--- src/rtl/mult_pkg.sv ---
// Shared widths and pipeline stage records for the shared-multiplier arbiter.
package mult_pkg;
    localparam int OPERAND_BITS = 8;
    localparam int PRODUCT_BITS = 16;
    localparam int MAX_ID_BITS  = 3;

    typedef struct packed {
        logic [OPERAND_BITS-1:0] a;
        logic [OPERAND_BITS-1:0] b;
        logic                    sgnd;
        logic [MAX_ID_BITS-1:0]  id;
    } s1_t;

    typedef struct packed {
        logic [PRODUCT_BITS-1:0] p;
        logic [MAX_ID_BITS-1:0]  id;
    } s2_t;
endpackage

--- src/rtl/multiplier.sv ---
// Combinational 8x8 multiplier, signed or unsigned per operation, 16-bit truncated result.
module multiplier
    import mult_pkg::*;
(
    input  logic [OPERAND_BITS-1:0] a_i,
    input  logic [OPERAND_BITS-1:0] b_i,
    input  logic                    sgnd_i,
    output logic [PRODUCT_BITS-1:0] p_o
);
    logic signed [PRODUCT_BITS-1:0] a_ext;
    logic signed [PRODUCT_BITS-1:0] b_ext;

    // Low 16 bits of a 16x16 product are sign-agnostic once operands are extended.
    assign a_ext = {{(PRODUCT_BITS-OPERAND_BITS){sgnd_i & a_i[OPERAND_BITS-1]}}, a_i};
    assign b_ext = {{(PRODUCT_BITS-OPERAND_BITS){sgnd_i & b_i[OPERAND_BITS-1]}}, b_i};
    assign p_o   = a_ext * b_ext;
endmodule

--- src/rtl/rr_arbiter.sv ---
// Request arbiter: round-robin when MULT_ARB_ROUND_ROBIN_EN is defined, else fixed lowest-index priority.
module rr_arbiter #(
    parameter int NUM_REQ = 4,
    parameter int ID_BITS = 2
) (
    input  logic               clk,
    input  logic               rst,
    input  logic [NUM_REQ-1:0] req_i,
    input  logic               advance_i,
    output logic [NUM_REQ-1:0] gnt_o,
    output logic [ID_BITS-1:0] gnt_id_o
);
    logic found;
    int   win;

`ifdef MULT_ARB_ROUND_ROBIN_EN
    logic [ID_BITS-1:0] ptr_q, ptr_d;
    int                 best_d;
    int                 dist;

    // Winner is the requester with the smallest rotational distance from the pointer.
    always_comb begin
        found  = 1'b0;
        win    = 0;
        best_d = NUM_REQ;
        dist   = 0;
        for (int i = 0; i < NUM_REQ; i++) begin
            dist = (i + NUM_REQ - int'(ptr_q)) % NUM_REQ;
            if (req_i[i] && dist < best_d) begin
                best_d = dist;
                win    = i;
                found  = 1'b1;
            end
        end
        ptr_d = ptr_q;
        if (advance_i && found) begin
            ptr_d = ID_BITS'((win + 1) % NUM_REQ);
        end
    end

    always_ff @(posedge clk) begin
        if (rst) begin
            ptr_q <= '0;
        end else begin
            ptr_q <= ptr_d;
        end
    end
`else
    logic unused_ctl;
    assign unused_ctl = ^{clk, rst, advance_i};

    always_comb begin
        found = 1'b0;
        win   = 0;
        for (int i = NUM_REQ - 1; i >= 0; i--) begin
            if (req_i[i]) begin
                win   = i;
                found = 1'b1;
            end
        end
    end
`endif

    always_comb begin
        gnt_o = '0;
        for (int i = 0; i < NUM_REQ; i++) begin
            gnt_o[i] = found && (win == i);
        end
        gnt_id_o = ID_BITS'(win);
    end
endmodule

--- src/rtl/mult_arbiter.sv ---
// Several requesters share one multiplier through a two-stage pipeline (operands, then product).
// Arbitration mode selected by MULT_ARB_ROUND_ROBIN_EN (defined: round-robin, else fixed priority).
module mult_arbiter
    import mult_pkg::*;
#(
    parameter int NUM_REQ = 4,
    parameter int ID_BITS = 2
) (
    input  logic                            clk,
    input  logic                            rst,
    input  logic [NUM_REQ-1:0]              req_valid,
    output logic [NUM_REQ-1:0]              req_ready,
    input  logic [OPERAND_BITS*NUM_REQ-1:0] req_a,
    input  logic [OPERAND_BITS*NUM_REQ-1:0] req_b,
    input  logic [NUM_REQ-1:0]              req_sgnd,
    output logic                            rsp_valid,
    input  logic                            rsp_ready,
    output logic [ID_BITS-1:0]              rsp_id,
    output logic [PRODUCT_BITS-1:0]         rsp_p,
    output logic                            busy
);
    s1_t                     s1_q, s1_d;
    logic                    s1_vld_q;
    s2_t                     s2_q;
    logic                    s2_vld_q;
    logic [NUM_REQ-1:0]      gnt;
    logic [ID_BITS-1:0]      gnt_id;
    logic [PRODUCT_BITS-1:0] prod;
    logic                    s1_adv, s2_adv, permit, transfer;

    assign s2_adv    = s2_vld_q && rsp_ready;
    assign s1_adv    = s1_vld_q && (!s2_vld_q || s2_adv);
    assign permit    = (!s1_vld_q || s1_adv) && !rst;
    assign req_ready = permit ? gnt : '0;
    assign transfer  = |req_ready;

    rr_arbiter #(
        .NUM_REQ (NUM_REQ),
        .ID_BITS (ID_BITS)
    ) u_arb (
        .clk       (clk),
        .rst       (rst),
        .req_i     (req_valid),
        .advance_i (transfer),
        .gnt_o     (gnt),
        .gnt_id_o  (gnt_id)
    );

    always_comb begin
        s1_d    = '0;
        s1_d.id = MAX_ID_BITS'(gnt_id);
        for (int i = 0; i < NUM_REQ; i++) begin
            if (gnt[i]) begin
                s1_d.a    = req_a[OPERAND_BITS*i +: OPERAND_BITS];
                s1_d.b    = req_b[OPERAND_BITS*i +: OPERAND_BITS];
                s1_d.sgnd = req_sgnd[i];
            end
        end
    end

    // ---- stage 1: granted operands ----
    always_ff @(posedge clk) begin
        if (transfer) begin
            s1_q <= s1_d;
        end
    end

    multiplier u_mul (
        .a_i    (s1_q.a),
        .b_i    (s1_q.b),
        .sgnd_i (s1_q.sgnd),
        .p_o    (prod)
    );

    // ---- stage 2: product awaiting the consumer ----
    always_ff @(posedge clk) begin
        if (rst) begin
            s1_vld_q <= 1'b0;
            s2_vld_q <= 1'b0;
            s2_q     <= '0;
        end else begin
            if (transfer) begin
                s1_vld_q <= 1'b1;
            end else if (s1_adv) begin
                s1_vld_q <= 1'b0;
            end
            if (s1_adv) begin
                s2_vld_q <= 1'b1;
                s2_q.p   <= prod;
                s2_q.id  <= s1_q.id;
            end else if (s2_adv) begin
                s2_vld_q <= 1'b0;
            end
        end
    end

    assign rsp_valid = s2_vld_q;
    assign rsp_p     = s2_q.p;
    assign rsp_id    = ID_BITS'(s2_q.id);
    assign busy      = s1_vld_q || s2_vld_q;
endmodule

--- config.mk ---
export PLATFORM = sky130hd
export DESIGN_NAME = mult_arbiter
export DESIGN_NICKNAME = d
export VERILOG_FILES = /design/src/rtl/mult_pkg.sv /design/src/rtl/multiplier.sv /design/src/rtl/rr_arbiter.sv /design/src/rtl/mult_arbiter.sv
export SDC_FILE = /design/constraint.sdc
export NUM_CORES = 1
export LEC_CHECK = 0
export BUFFER_PORTS_ARGS = -buffer_cell sky130_fd_sc_hd__buf_4
export CAP_MARGIN = 20
export CORE_MARGIN = 10
export CORE_UTILIZATION = 51
export CTS_CLUSTER_DIAMETER = 40
export DETAILED_ROUTE_END_ITERATION = 10
export GPL_ROUTABILITY_DRIVEN = 0
export GPL_TIMING_DRIVEN = 0
export PLACE_DENSITY = 0.78
export SLEW_MARGIN = 0
export SYNTH_ARGS = -nofsm -noshare
export SYNTH_HDL_FRONTEND = slang
export SYNTH_SLANG_ARGS = --single-unit
--- constraint.sdc ---
create_clock -name clk -period 4.7 [get_ports clk]
set_input_delay 1.41 -clock clk [delete_from_list [all_inputs] [get_ports clk]]
set_output_delay 1.41 -clock clk [all_outputs]
set_load 0.005 [all_outputs]
Word level (Yosys, flattened, before mapping)
Index checks and enable logic that the tools add are counted.
{ "totals": {"reg_bits": 39, "latch_bits": 0, "mem_bits_rw": 0, "rom_bits": 0, "inputBits": 75, "output_inout_bits": 24, "word_cells": 48, "memories": 0} }
{ "classes": {"n_addsub": 0, "mul": 1, "div": 0, "n_lt_le_gt_ge": 0, "eq_ne": 3, "n_shift": 0, "mux": 17, "bitwise_logic": 2, "n_reduce_logical": 17} }
{ "op_table": {"columns": ["operator", "count"], "rows": [
  ["$mux W17", 4],
  ["$logic_not A32 Y1", 1],
  ["$mul A9 B9 Y16", 1],
  ["$mux W1", 8],
  ["$mux W2", 4],
  ["$logic_and A1 B1 Y1", 7],
  ["$eq A2 B2 Y1 const B", 2],
  ["$mux W4", 1],
  ["$reduce_bool A2 Y1", 2],
  ["$reduce_or A4 Y1", 1],
  ["$logic_not A1 Y1", 3],
  ["$logic_or A1 B1 Y1", 3],
  ["$and A1 B1 Y1", 2],
  ["$eq A2 B1 Y1 const B", 1]
]} }

Depth between registers and ports, before layout
{ "logic_depth": {"ltp_word": 10, "mapped_depth": 18, "mapped_depth_nobuf": 17} }

By module
A second synthesis with hierarchy kept.
{ "hier_totals": {"hier_cells": 517, "area_unflattened_um2": 4808.4} }
{ "modules_own_cells": {"columns": ["module", "n_inst", "cells_per_inst", "area_each_um2", "seq_area_each_um2"], "rows": [
  ["multiplier", 1, 330, 2834.0, 0.0],
  ["mult_arbiter", 1, 178, 1918.1, 970.9],
  ["rr_arbiter", 1, 9, 56.3, 0.0]
]} }

Least setup slack after synthesis
No wires, ideal clock.
{ "synth_path": {"path_type": "register -> register", "from": "register s1_q[19] in the netlist's numbering", "to": "register s2_q (netlist bit rsp_p[13])", "arrival_ps": 4634, "setup_slack_ps": -50, "path_stages_with_launch": 18, "path_cell_list": "edfxtp_1 clkbuf_1 and2_1 nand2_1 fa_1 inv_1 fa_1 fa_1 fa_1 inv_1 fa_1 inv_1 ha_1 a21o_1 a21oi_4 a21oi_2 or3_1 a31o_1"} }
{ "synth_via": {"elab_chain_len": 2} }
{ "synth_rtl": {"columns": ["element", "line_no", "rtl"], "rows": [
  ["start: declaration", "mult_arbiter.sv:22", "s1_t s1_q, s1_d;"],
  ["start signal: assignment", "mult_arbiter.sv:64", "s1_q <= s1_d;"],
  ["$and A1 B1 Y1", "multiplier.sv:14", "assign a_ext = {{(PRODUCT_BITS-OPERAND_BITS){sgnd_i & a_i[OPERAND_BITS-1]}}, a_i};"],
  ["$mul A9 B9 Y16 *", "multiplier.sv:16", "assign p_o = a_ext * b_ext;"],
  ["end: declaration", "mult_arbiter.sv:24", "s2_t s2_q;"]
]} }
Every way passes the cells marked *; elsewhere a longest branch is shown, timed or not.
A chain may end at the register's enable or synchronous reset.

Worst setup path in the final report
{ "layout_path": {"from": "register s1_q[3] in the netlist's numbering", "to": "register s2_q (netlist bit rsp_p[15])"} }
{ "layout_via": {"elab_chain_len": 2} }
{ "layout_rtl": {"columns": ["element", "line_no"], "rows": [
  ["$and A1 B1 Y1, on equally long branches", "multiplier.sv:14, multiplier.sv:15"],
  ["$mul A9 B9 Y16 *", "multiplier.sv:16"]
]} }
Marks and branches as above.

==> results.yml <==
logic_synthesis:
  syn_nets: 680
  synth_area_per_cell_um2: 9.10
  yosysWarnings: 0
  async_flop_share: 0
  synth-seq-cells: 39
  ys_seq_area_frac: 0.210
  synth.cell_area_um2: 4630
  synth_ff_type: "dfxtp_1"
  synth_edf_count: 19
  synth_cell_types: 48
  syn_inst: 509
sta:
  relSlewSlack: 0.657
  drv_slew: 0
  fmax_mhz: 209
  fin_skew_ns: 0.0146
  period_needed_ns: 4.77
  setup_tns_ns: -0.129
  fin_hold_ws_ns: 0.459
  rsz0062_at_grt: "true"
  hold_violations: 0
  period_share: 1.02
  setup_viol: 2
  worst_pin_slew_ns: 0.515
  fin_ws_ns: -0.0737
layout:
  drive_above_1_share: 0.302
  area_growth_pct: 32.4
  antenna_cells: 0
  nets: 816
grt:
  antenna_found_initial: 0
  grt_max_degree: 15
  grt_pass1_vias: 4304
  grt_first_pass_wirelength_um: 20700
  grt_usage: 0.193
  grt_overflow: 0
worst_hold_path:
  min_from: "rsp_p[4]$_SDFFE_PP0P_"
  hold_depth: 2
  hp-class: "register to register"
floorplan:
  die_w_um: 115
  die_h_um: 115
  dieArea_um2: 13300
  core-area_um2: 8760
  io_pins: 99
  start_util: 0.529
  rows: 34
routing:
  drtPass1Iterations: 4
  drt_wl_total_um: 13900
  antenna_left: 0
  via_per_inst: 5.53
  wire_per_inst_um: 18.4
  drtIter0Drc: 255
  drc: 0
  vias: 4173
pwr:
  internal_power_mw: 1.80
  p_switching_mw: 1.46
  swShare: 0.449
  seqPwrFrac: 0.143
  vdd_drop_max_mv: 0.430
  p_per_area_nw_per_um2: 532
  p_leak_nw: 2.98
  pwr-share-clk: 0.081
  combPwrFrac: 0.776
critical_path:
  cp_max_fo: 5
  cp_num_buf_inv: 4
  cp_slowest_cell: "fa_1"
  path_depth: 17
  r2r-start: "s1_q[3]$_DFFE_PP_"
  cpPeakStageDelay_ns: 0.56
  end_kind: "register"
  timing_worst_setup_path_type: "register to register"
  critPathLaunch: "s1_q[3]$_DFFE_PP_"
  critPathTopFamily: "adder cells"
  worstPathArrival_ns: 4.94
  crit_required_ns: 4.87
  reg2reg_depth: 17
  critPathMostFrequentCell: "fa_1"
  cp_cell_sequence: "and2_4, nand2_1, fa_1, inv_4, fa_1, inv_1, fa_1, inv_1, fa_1, ha_1, ha_4, o21a_1, o211ai_1, buf_4, nand2_1, nand4_1, o211ai_1"
  cp-start-kind: "register"
clock_tree:
  h-tree-depth: 2
  cts_made_buffers: 5
  clk_latency_ns: 0.30
  clk_pin_slew_ns: 0.09
  clock-sinks: 39
  cts_max_path_buffers: 2
  cts-root-buf: "clkbuf_8"
  tritoncts: "built"
run_status:
  failed_checks: "setup timing"
  status: "finished with violations"
flow_run:
  cap_violations: 0
place:
  dp_hpwl_um: 9790
  io_buffer_count: 97
==> worst paths after layout <==
kind	to	slack, ns
setup / recovery	rsp_p[15]$_SDFFE_PP0P_	-0.07
hold / removal	rsp_p[4]$_SDFFE_PP0P_	0.46
setup reg to reg	rsp_p[15]$_SDFFE_PP0P_	-0.07
hold reg to reg	rsp_p[4]$_SDFFE_PP0P_	0.46
==> metrics by stage <==
| stage | util | std cells | setup slack, ns | cell area [µm²] | total power, mW |
|---|---|---|---|---|---|
| after floorplan | - | 509 | 0.0137 | 4630 | 1.79 |
| after global placement | 0.627 | 714 | -0.295 | 5500 | 2.19 |
| after detailed placement | 0.628 | 715 | -0.405 | 5510 | 2.25 |
| after CTS | 0.667 | 740 | -0.0437 | 5850 | 2.70 |
| after global routing | 0.700 | 754 | -0.172 | 6130 | 3.53 |
| final | 0.700 | 754 | -0.0737 | 6130 | 3.26 |
==> cell usage after synthesis, types with 7 or more instances <==
cell       n  share of area
a21oi_1   18          0.019
a22oi_1   34          0.055
and2_1    35          0.047
buf_2      7         0.0076
clkbuf_1  14          0.011
dfxtp_1   20          0.086
edfxtp_1  19           0.12
fa_1      63           0.27
ha_1      33          0.089
inv_1     91          0.074
nand2_1   60          0.049
nor2_1    15          0.012
o21ai_0   22          0.024
==> cells in the final DEF, fill, tap and decap left out, types with 3 or more instances in the layout <==
master / n
nand3_1: 3
or3_1: 5
buf_6: 3
xnor2_1: 6
buf_2: 6
o21a_1: 3
a21o_1: 6
edfxtp_1: 19
o21ai_1: 3
inv_2: 4
nor4_1: 3
and2_1: 31
nand2b_1: 4
nand3b_1: 4
inv_1: 86
buf_1: 3
nor2_1: 15
o21ai_0: 19
clkbuf_1: 6
nor3_1: 3
or2_2: 4
a21oi_1: 18
dfxtp_1: 20
fa_1: 61
o211ai_1: 3
buf_4: 133
nand2_1: 57
and2_4: 4
a22oi_1: 34
ha_4: 10
ha_1: 23
clkbuf_8: 5
==> power groups by stage <==
stage	combinational [mW]	clock [mW]	sequential, mW
3_5_place_dp	1.78	0	0.467
5_1_grt	2.77	0.286	0.473
3_3_place_gp	1.73	0	0.465
2_1_floorplan	1.34	0	0.455
6_report	2.53	0.264	0.468
4_1_cts	1.96	0.270	0.464
==> state kept, by name (all words and copies together), names as in the netlist <==
| register | count |
|---|---|
| s1_vld_q | 1 |
| s1_q | 19 |
| rsp_valid | 1 |
| rsp_p | 16 |
| rsp_id | 2 |
==> area by class of cell <==
type / instances / area, µm²
Clock buffer: 6 / 93.8
Clock inverter: 2 / 17.5
Sequential cell: 39 / 971
Inverter: 91 / 344
Timing Repair Buffer: 136 / 1050
Multi-Input combinational cell: 355 / 3430
Fill cell: 621 / 2630
Buffer: 17 / 90.1
Tap cell: 108 / 135
==> tightest hold or removal path: cells and delay by family, from the launching register on <==
family | cells | cell delay [ns]
flip-flops | 1 | 0.32
AND/OR/NAND/NOR | 1 | 0.05
AO/OA/AOI/OAI | 1 | 0.05
==> per-layer routing <==
metal,wire length (µm),vias to the layer above,global-route usage
met5,0,-,0
met2,6850,199,0.318
met3,1300,31,0.0667
met1,5400,2015,0.233
li1,-,1928,-
met4,351,0,0.0586
==> cell families (layout without fill, tap and decap cells) <==
| logic type | Yosys count | after routing | synth area share |
|---|---|---|---|
| AOI/OAI and AO/OA | 101 | 101 | 0.148 |
| DFF | 39 | 39 | 0.210 |
| xor gates and xnor gates | 8 | 8 | 0.0181 |
| adders and majority gates | 96 | 96 | 0.361 |
| buffers and inverters | 115 | 252 | 0.0951 |
| and+or+nand+nor | 150 | 150 | 0.168 |
==> timing repair <==
item,CTS,global route
setup endpoints to repair,6,5
endpoints found under the hold margin,0,0
setup buffers,24,13
pin swaps,5,21
hold buffers,0,0
gates cloned,0,1
resized for setup,19,32
Power figures use the tool's default switching activity.
